==> src/rtl/chiplet_hbm_link_slice.sv <==
// Multi-channel HBM link slice: each channel has its own FIFO, drain/isolate FSM
// and saturating egress flit counter. Channels share nothing but clock, reset and counter clear.

module chiplet_hbm_link_slice_chan #(
    parameter int FlitWidth = 64,
    parameter int Depth     = 2,
    parameter int CntWidth  = 16,
    parameter int FillW     = $clog2(Depth + 1)
) (
    input  logic                 clk_i,
    input  logic                 rst_i,
    input  logic                 in_valid,
    output logic                 in_ready,
    input  logic [FlitWidth-1:0] in_data,
    output logic                 out_valid,
    input  logic                 out_ready,
    output logic [FlitWidth-1:0] out_data,
    input  logic                 isolate_req,
    output logic                 isolate_ack,
    output logic [FillW-1:0]     fill,
    output logic [CntWidth-1:0]  flit_cnt,
    input  logic                 cnt_clear
);
    localparam int PtrW = (Depth > 1) ? $clog2(Depth) : 1;

    localparam logic [1:0] ST_ACTIVE   = 2'd0;
    localparam logic [1:0] ST_DRAIN    = 2'd1;
    localparam logic [1:0] ST_ISOLATED = 2'd2;

    logic [1:0]                      state_q, state_d;
    logic [Depth-1:0][FlitWidth-1:0] mem_q;
    logic [PtrW-1:0]                 wr_ptr_q, rd_ptr_q;
    logic [FillW-1:0]                fill_q;
    logic [CntWidth-1:0]             cnt_q;
    logic                            push, pop;

    function automatic logic [PtrW-1:0] ptr_next(input logic [PtrW-1:0] p);
        return (p == PtrW'(Depth - 1)) ? '0 : p + 1'b1;
    endfunction

    // Readiness depends only on local state, never on out_ready, so a full
    // FIFO cannot accept on the same edge it pops.
    assign in_ready    = !rst_i && (state_q == ST_ACTIVE) && !isolate_req
                         && (fill_q < FillW'(Depth));
    assign out_valid   = (fill_q != '0) && (state_q != ST_ISOLATED);
    assign out_data    = mem_q[rd_ptr_q];
    assign isolate_ack = (state_q == ST_ISOLATED);
    assign fill        = fill_q;
    assign flit_cnt    = cnt_q;

    assign push = in_valid && in_ready;
    assign pop  = out_valid && out_ready;

    always_comb begin
        state_d = state_q;
        case (state_q)
            ST_ACTIVE: begin
                if (isolate_req) state_d = ST_DRAIN;
            end
            ST_DRAIN: begin
                if (!isolate_req)        state_d = ST_ACTIVE;
                else if (fill_q == '0)   state_d = ST_ISOLATED;
            end
            ST_ISOLATED: begin
                if (!isolate_req) state_d = ST_ACTIVE;
            end
            default: state_d = ST_ACTIVE;
        endcase
    end

    always_ff @(posedge clk_i) begin
        if (rst_i) begin
            state_q  <= ST_ACTIVE;
            mem_q    <= '0;
            wr_ptr_q <= '0;
            rd_ptr_q <= '0;
            fill_q   <= '0;
        end else begin
            state_q <= state_d;
            if (push) begin
                mem_q[wr_ptr_q] <= in_data;
                wr_ptr_q        <= ptr_next(wr_ptr_q);
            end
            if (pop) rd_ptr_q <= ptr_next(rd_ptr_q);
            case ({push, pop})
                2'b10:   fill_q <= fill_q + 1'b1;
                2'b01:   fill_q <= fill_q - 1'b1;
                default: fill_q <= fill_q;
            endcase
        end
    end

    // Saturating handshake counter; clear has priority over a same-cycle pop.
    always_ff @(posedge clk_i) begin
        if (rst_i || cnt_clear) begin
            cnt_q <= '0;
        end else if (pop && (cnt_q != '1)) begin
            cnt_q <= cnt_q + 1'b1;
        end
    end

endmodule

module chiplet_hbm_link_slice #(
    parameter int NumChan   = 4,
    parameter int FlitWidth = 64,
    parameter int Depth     = 2,
    parameter int CntWidth  = 16
) (
    input  logic                                        clk_i,
    input  logic                                        rst_i,
    input  logic [NumChan-1:0]                          in_valid_i,
    output logic [NumChan-1:0]                          in_ready_o,
    input  logic [NumChan-1:0][FlitWidth-1:0]           in_data_i,
    output logic [NumChan-1:0]                          out_valid_o,
    input  logic [NumChan-1:0]                          out_ready_i,
    output logic [NumChan-1:0][FlitWidth-1:0]           out_data_o,
    input  logic [NumChan-1:0]                          isolate_req_i,
    output logic [NumChan-1:0]                          isolate_ack_o,
    output logic [NumChan-1:0][$clog2(Depth+1)-1:0]     fill_o,
    output logic [NumChan-1:0][CntWidth-1:0]            flit_cnt_o,
    input  logic                                        cnt_clear_i
);
    localparam int FillW = $clog2(Depth + 1);

    for (genvar g = 0; g < NumChan; g++) begin : g_chan
        chiplet_hbm_link_slice_chan #(
            .FlitWidth (FlitWidth),
            .Depth     (Depth),
            .CntWidth  (CntWidth),
            .FillW     (FillW)
        ) u_chan (
            .clk_i       (clk_i),
            .rst_i       (rst_i),
            .in_valid    (in_valid_i[g]),
            .in_ready    (in_ready_o[g]),
            .in_data     (in_data_i[g]),
            .out_valid   (out_valid_o[g]),
            .out_ready   (out_ready_i[g]),
            .out_data    (out_data_o[g]),
            .isolate_req (isolate_req_i[g]),
            .isolate_ack (isolate_ack_o[g]),
            .fill        (fill_o[g]),
            .flit_cnt    (flit_cnt_o[g]),
            .cnt_clear   (cnt_clear_i)
        );
    end

endmodule

==> config.mk <==
export PLATFORM = sky130hd
export DESIGN_NAME = chiplet_hbm_link_slice
export DESIGN_NICKNAME = d
export VERILOG_FILES = /design/src/rtl/chiplet_hbm_link_slice.sv
export SDC_FILE = /design/constraint.sdc
export NUM_CORES = 1
export LEC_CHECK = 0
export ABC_AREA = 1
export ABC_CLOCK_PERIOD_IN_PS = 6300
export CORE_AREA = 3 3 235 237
export DETAILED_ROUTE_END_ITERATION = 8
export DIE_AREA = 0 0 238 240
export GPL_ROUTABILITY_DRIVEN = 0
export GPL_TIMING_DRIVEN = 0
export HOLD_SLACK_MARGIN = 0.1
export PLACE_DENSITY = 0.8
export SLEW_MARGIN = 20
export SYNTH_ARGS = -nofsm -noshare
export SYNTH_HDL_FRONTEND = slang
export SYNTH_SLANG_ARGS = --single-unit
export TNS_END_PERCENT = 50
==> constraint.sdc <==
create_clock -name clk_i -period 6.3 [get_ports clk_i]
set_clock_uncertainty 0.15 [all_clocks]
set_input_delay 1.575 -clock clk_i [delete_from_list [all_inputs] [get_ports clk_i]]
set_output_delay 1.575 -clock clk_i [all_outputs]
set_load 0.005 [all_outputs]
==> results.txt, run 1 <==
run status - finished clean
Std-Cell Rows - 85
Layout area overhead - 33.19%
leak pwr - 0.01587 uW
layout net count - 5215
drt initial violations - 2313
CTS Sinks - 600
io pins - 611
Setup TNS - 0 ns
Final Max Slew Viols - 0
Synth Flop Type - dfxtp_1
DIE HEIGHT - 240 um
routed len/inst - 17.29 um
Worst path slowest cell - clkdlybuf4s50_1
Syn Inst Count - 4263
# resized after CTS - 0
GRT Total Usage - 32.77%
r2r setup slk - 4.14 ns
Synthesis Warnings - 0
post-synth top area share - 43.80%
DP Wirelength - 71900 um
Synth Register Bits - 600
layout cells sized above 1 - 4.594%
CP max FO - 10
Worst EP arrival - 3.61 ns
top post-synthesis cells by area - dfxtp_1 44%, nand2_1 19%, nor2_1 13%
Buffers on Ports - 610
Tcrit/Tclk final - 84.61%
most frequent CP cell - clkdlybuf4s50_1
WS Path Type - in -> out
Pwr Density - 249.5 nW/um^2
Initial Util - 51.27%
TritonCTS clock tree - done
CP endpoint kind - primary output
GR Overflow Total - 0
Max Clk Rate - 0.1876 GHz
vias in the first global route - 27600
Syn Area/Cell - 6.434 um^2
largest net degree at the start of global routing - 16
Root Driver - clkbuf_16
worst-margin pin slew - 0.9339 ns
first-pass GRT wire length - 149800 um
fill count - 4720
Clock transition at path regs - 0.06 ns
# Max-Cap Violations - 0
Post-CTS Setup Bufs - 0
Post-route DRC - 0
crit-path cells - clkdlybuf4s50_1 -> inv_1 -> nand3_1 -> nor3_2 -> clkbuf_1 -> buf_4 -> clkdlybuf4s50_1
iteration count of the initial detailed-routing pass - 6
htree depth - 2
largest area contributor in the netlist - dfxtp_1
Clock Path Buffers - 3
cell with the most instances after synthesis - nand2_1
CP startpoint kind - primary input
syn nets - 4542
Inserted Clock Buffers - 61
VDD IR-drop max - 0.2315 mV
Final ANT Viol Nets - 0
worst path buffer plus inverter count - 5
Async SR Flop Fraction - 0%
Post-synth EDFFs - 0
Routed WL - 98500 um
cell area after placement - 34400 um^2
unrepaired setup endpoints after global routing - no
CP delay by family, top - buffers and inverters
final setup vio count - 0
final hold vios - 0
DR vias/cell - 5.308
sequential area share after synthesis - 43.80%
Die W - 238 um
initial antenna violation count - 14
CTS Hold Bufs - 0
Slowest Stage Delay on Critical Path - 0.57 ns
Post-synth top cells - 1352 x nand2_1, 944 x nor2_1, 600 x dfxtp_1, 262 x nor3_1, 224 x o21ai_0
Worst Hold Class - reg -> reg
Worst slew margin - 37.74%
DIE AREA - 57120 um^2
min cycle time layout - 5.331 ns
Core Area - 53500 um^2
synthesized area - 27430 um^2
Yosys cell types - 30
Via Count - 30230
Clock Latency Late Sink - 0.63 ns
WP data required - 4.58 ns
fin area - 36530 um^2
-- routing by layer --
| layer | wire length [um] | GRT usage (%) |
|---|---|---|
| met5 | 53 | 0 |
| met4 | 4324 | 13.84 |
| met3 | 10870 | 10.14 |
| met2 | 44550 | 52.74 |
| met1 | 38700 | 40.96 |
-- path summary, 6_finish.rpt --
kind / from / end / cells after the start
max: isolate_req_i[1] / in_ready_o[1] / 7
min: g_chan[3].u_chan.state_q[0] / g_chan[3].u_chan.state_q[1] / 1
max reg2reg: g_chan[2].u_chan.state_q[0] / g_chan[2].u_chan.fill[1] / 10
min reg2reg: g_chan[3].u_chan.state_q[0] / g_chan[3].u_chan.state_q[1] / 1
-- stage by stage --
step / total power [uW] / utilization [%] / hold WS, ns / setup slack (ns) / cells
2_1_floorplan: 4677 / - / 0.2853 / 2.218 / 4263
3_3_place_gp: 5363 / 64.31 / 0.2968 / 0.9933 / 5569
3_5_place_dp: 5376 / 64.31 / 0.3077 / 1.025 / 5569
4_1_cts: 9124 / 68.22 / 0.3132 / 0.9886 / 5681
5_1_grt: 9402 / 68.24 / 0.3360 / 0.8686 / 5685
6_report: 9114 / 68.29 / 0.3057 / 0.9695 / 5696
-- sequential cells by signal, summed over array words and instances (netlist names) --
name and count:
g_chan.u_chan.state_q 8, g_chan.u_chan.mem_q 512, g_chan.u_chan.flit_cnt 64, g_chan.u_chan.wr_ptr_q 4, g_chan.u_chan.rd_ptr_q 4, g_chan.u_chan.fill 8
-- where the power goes --
group          internal (uW)  switching (uW)
Combinational            562             772
Sequential              3920            65.5
Clock                   2230            1560
-- cells by family after synthesis --
| logic type | count (synthesis) | synth area share (%) |
|---|---|---|
| flops | 600 | 43.80 |
| simple gates | 2780 | 41.12 |
| buf+inv | 516 | 8.038 |
| xor+xnor | 5 | 0.1597 |
| compound gates | 354 | 6.524 |
| fa+ha+maj | 8 | 0.3650 |
-- area by class of cell --
cell class                      instances  area [um^2]  share of cell area [%]
Inverter                              217        814.5                   2.230
Sequential cell                       600        12010                   32.88
Clock inverter                         21        269.0                  0.7364
Buffer                                299         1390                   3.805
Timing Repair Buffer                  610         6106                   16.71
Tap cell                              696        870.8                   2.384
Clock buffer                           91         1821                   4.984
Antenna cell                           15        37.54                  0.1028
Multi-Input combinational cell       3147        13210                   36.16
-- worst reg2reg max path: cells and delay by family (launching register included) --
kind / cells / cell delay [ns]
buffers and inverters: 2 / 0.47
AOI/OAI and AO/OA: 4 / 0.44
DFF: 1 / 0.35
adders and majority gates: 1 / 0.35
and+or+nand+nor: 3 / 0.28
-- cells in the final DEF (no fill, tap or decap), drive strengths merged --
master	netlist	final
nor2	951	951
inv	217	217
nand4	144	144
a21oi	61	61
nand3	58	58
nor3	263	263
nand3b	2	2
nor4	1	1
a31oi	3	3
clkinv	0	14
clkinvlp	0	1
a2111oi	1	1
clkbuf	141	232
bufinv	0	6
buf	158	158
and3	1	1
xor2	5	5
diode	0	15
or2	1	1
and2	2	2
clkdlybuf4s50	0	610
ha	8	8
a211oi	4	4
o21ai	285	285
dfxtp	600	600
nand2	1357	1357
No activity file was read; power rests on OpenSTA's default activity.
==> run 2, diff against run 1 <==
- ABC_CLOCK_PERIOD_IN_PS: 6300 -> 5080
- CORE_AREA: 3 3 235 237 -> not set
- CORE_MARGIN: not set -> 3
- CORE_UTILIZATION: not set -> 51
- DIE_AREA: 0 0 238 240 -> not set
- clock period: 6.3 -> 5.08 ns (I/O delays scaled with it)
==> run 2 against run 1 <==
Net effect:
- the flow now finishes with violations (DRC)
- worst setup slack got worse by 0.58 ns
- total power rose by 23%
- wire length rose by 0.62%
- cell count fell by 0.30%
- critical endpoint unchanged
- first-iteration DRC count rose by 3.0%
- sequential cell count did not move
- critical path type unchanged
- largest cell class unchanged
- critical path depth did not move
- cell area fell by 0.29%
==> results.txt, run 2 (synthesized netlist as in run 1, its figures left out) <==
TritonCTS clock tree - done
Buffers on Ports - 610
failing checks - DRC
WP data required - 3.66 ns
CP startpoint kind - primary input
io pins - 611
Die W - 237.9 um
Root Driver - clkbuf_16
worst-margin pin slew - 0.7871 ns
r2r setup slk - 2.86 ns
Final ANT Viol Nets - 0
Pwr Density - 307.0 nW/um^2
DIE HEIGHT - 237.9 um
iteration count of the initial detailed-routing pass - 9
flip-flop count of the largest register after layout - 512
Post-route DRC - 2
run status - finished with violations
htree depth - 2
Worst slew margin - 47.53%
layout cells sized above 1 - 4.455%
CP endpoint kind - primary output
leak pwr - 0.01582 uW
unrepaired setup endpoints after global routing - no
initial antenna violation count - 17
first-pass GRT wire length - 151700 um
CP max FO - 10
Routed WL - 99120 um
final hold vios - 0
Seq. cell area - 12010 um^2
Post-CTS Setup Bufs - 0
Layout area overhead - 32.80%
drt initial violations - 2383
layout net count - 5215
DIE AREA - 56600 um^2
Slowest Stage Delay on Critical Path - 0.56 ns
VDD IR-drop max - 0.2653 mV
DR vias/cell - 5.335
Top reg by flops - g_chan.u_chan.mem_q
Clock transition at path regs - 0.06 ns
final setup vio count - 0
fill count - 4604
Via Count - 30300
min-delay src - g_chan[1].u_chan.mem_q[103]
DP Wirelength - 72190 um
commonest non-fill, non-tap cell in the layout - nand2_1
Clock Latency Late Sink - 0.63 ns
Final Max Slew Viols - 0
GRT Total Usage - 33.31%
most frequent CP cell - clkdlybuf4s50_1
CTS Sinks - 600
Setup TNS - 0 ns
R2R Path Start - g_chan[0].u_chan.fill[0]
WS Path Type - in -> out
CTS Hold Bufs - 0
dpl cells - 5561
worst hold slack - 0.3160 ns
final setup margin - 0.3909 ns
Initial Util - 51.88%
Clock Path Buffers - 3
Multi-input gate area - 13210 um^2
hold depth - 2
GR Overflow Total - 0
# resized after CTS - 0
largest net degree at the start of global routing - 16
Tcrit/Tclk final - 92.31%
min cycle time layout - 4.689 ns
depth of the most critical reg-to-reg path - 9
Place WS - 0.3938 ns
Hold Crit Endpoint - g_chan[1].u_chan.mem_q[103]
Worst Hold Class - reg -> reg
Core Area - 52870 um^2
commonest non-fill, non-tap cells in the layout - 1352 x nand2_1, 944 x nor2_1, 610 x clkdlybuf4s50_1, 600 x dfxtp_1, 262 x nor3_1
Max Clk Rate - 0.2133 GHz
crit-path cells - clkdlybuf4s50_1 -> inv_1 -> nand3_1 -> nor3_2 -> clkbuf_1 -> buf_4 -> clkdlybuf4s50_1
# Max-Cap Violations - 0
routed len/inst - 17.45 um
Std-Cell Rows - 84
Inserted Clock Buffers - 61
RR Endpoint - g_chan[0].u_chan.fill[1]
Worst path slowest cell - clkdlybuf4s50_1
vias in the first global route - 27760
Worst EP arrival - 3.27 ns
Non-Filler Instances - 5679
[run 2: area by class of cell]
type / count / share of cell area, %
multi-input combinational: 3147 / 36.27
sequential: 600 / 32.98
timing repair buffer: 610 / 16.76
clock buffer: 93 / 4.906
buffer: 299 / 3.817
tap: 688 / 2.363
inverter: 217 / 2.236
clock inverter: 17 / 0.6115
antenna: 8 / 0.05496
[run 2: per-stage QoR]
stage	area, um^2	util, %	total power, uW
after floorplan	27430	-	5800
after global placement	34390	65.06	6650
after detailed placement	34390	65.06	6666
after CTS	36400	68.86	11190
after global routing	36420	68.89	11550
final	36420	68.90	11180
[run 2: worst max-delay path by stage]
stage,from,endpoint,cells past startpoint
floorplan,isolate_req_i[1],in_ready_o[1],5
global placement,isolate_req_i[1],in_ready_o[1],7
detailed placement,isolate_req_i[1],in_ready_o[1],7
CTS,isolate_req_i[1],in_ready_o[1],7
global route,isolate_req_i[1],in_ready_o[1],7
finish,isolate_req_i[1],in_ready_o[1],7
[run 2: metal layers]
layer / global-route usage [%] / up-vias / share of wire, %
li1: - / 14790 / -
met2: 53.82 / 1430 / 45
met5: 0 / - / 0.11
met3: 9.339 / 243 / 11
met4: 13.74 / 16 / 4.4
met1: 42.10 / 13820 / 39
[run 2: worst max-delay path, delay by kind of cell]
family | cells | cell delay, ns
buffers and inverters | 5 | 1.65
and+or+nand+nor | 2 | 0.35
[run 2: power by group]
part / switching (uW) / internal, uW / total (uW)
logic: 960 / 697 / 1660
clock network: 1920 / 2660 / 4580
registers: 81.1 / 4860 / 4940
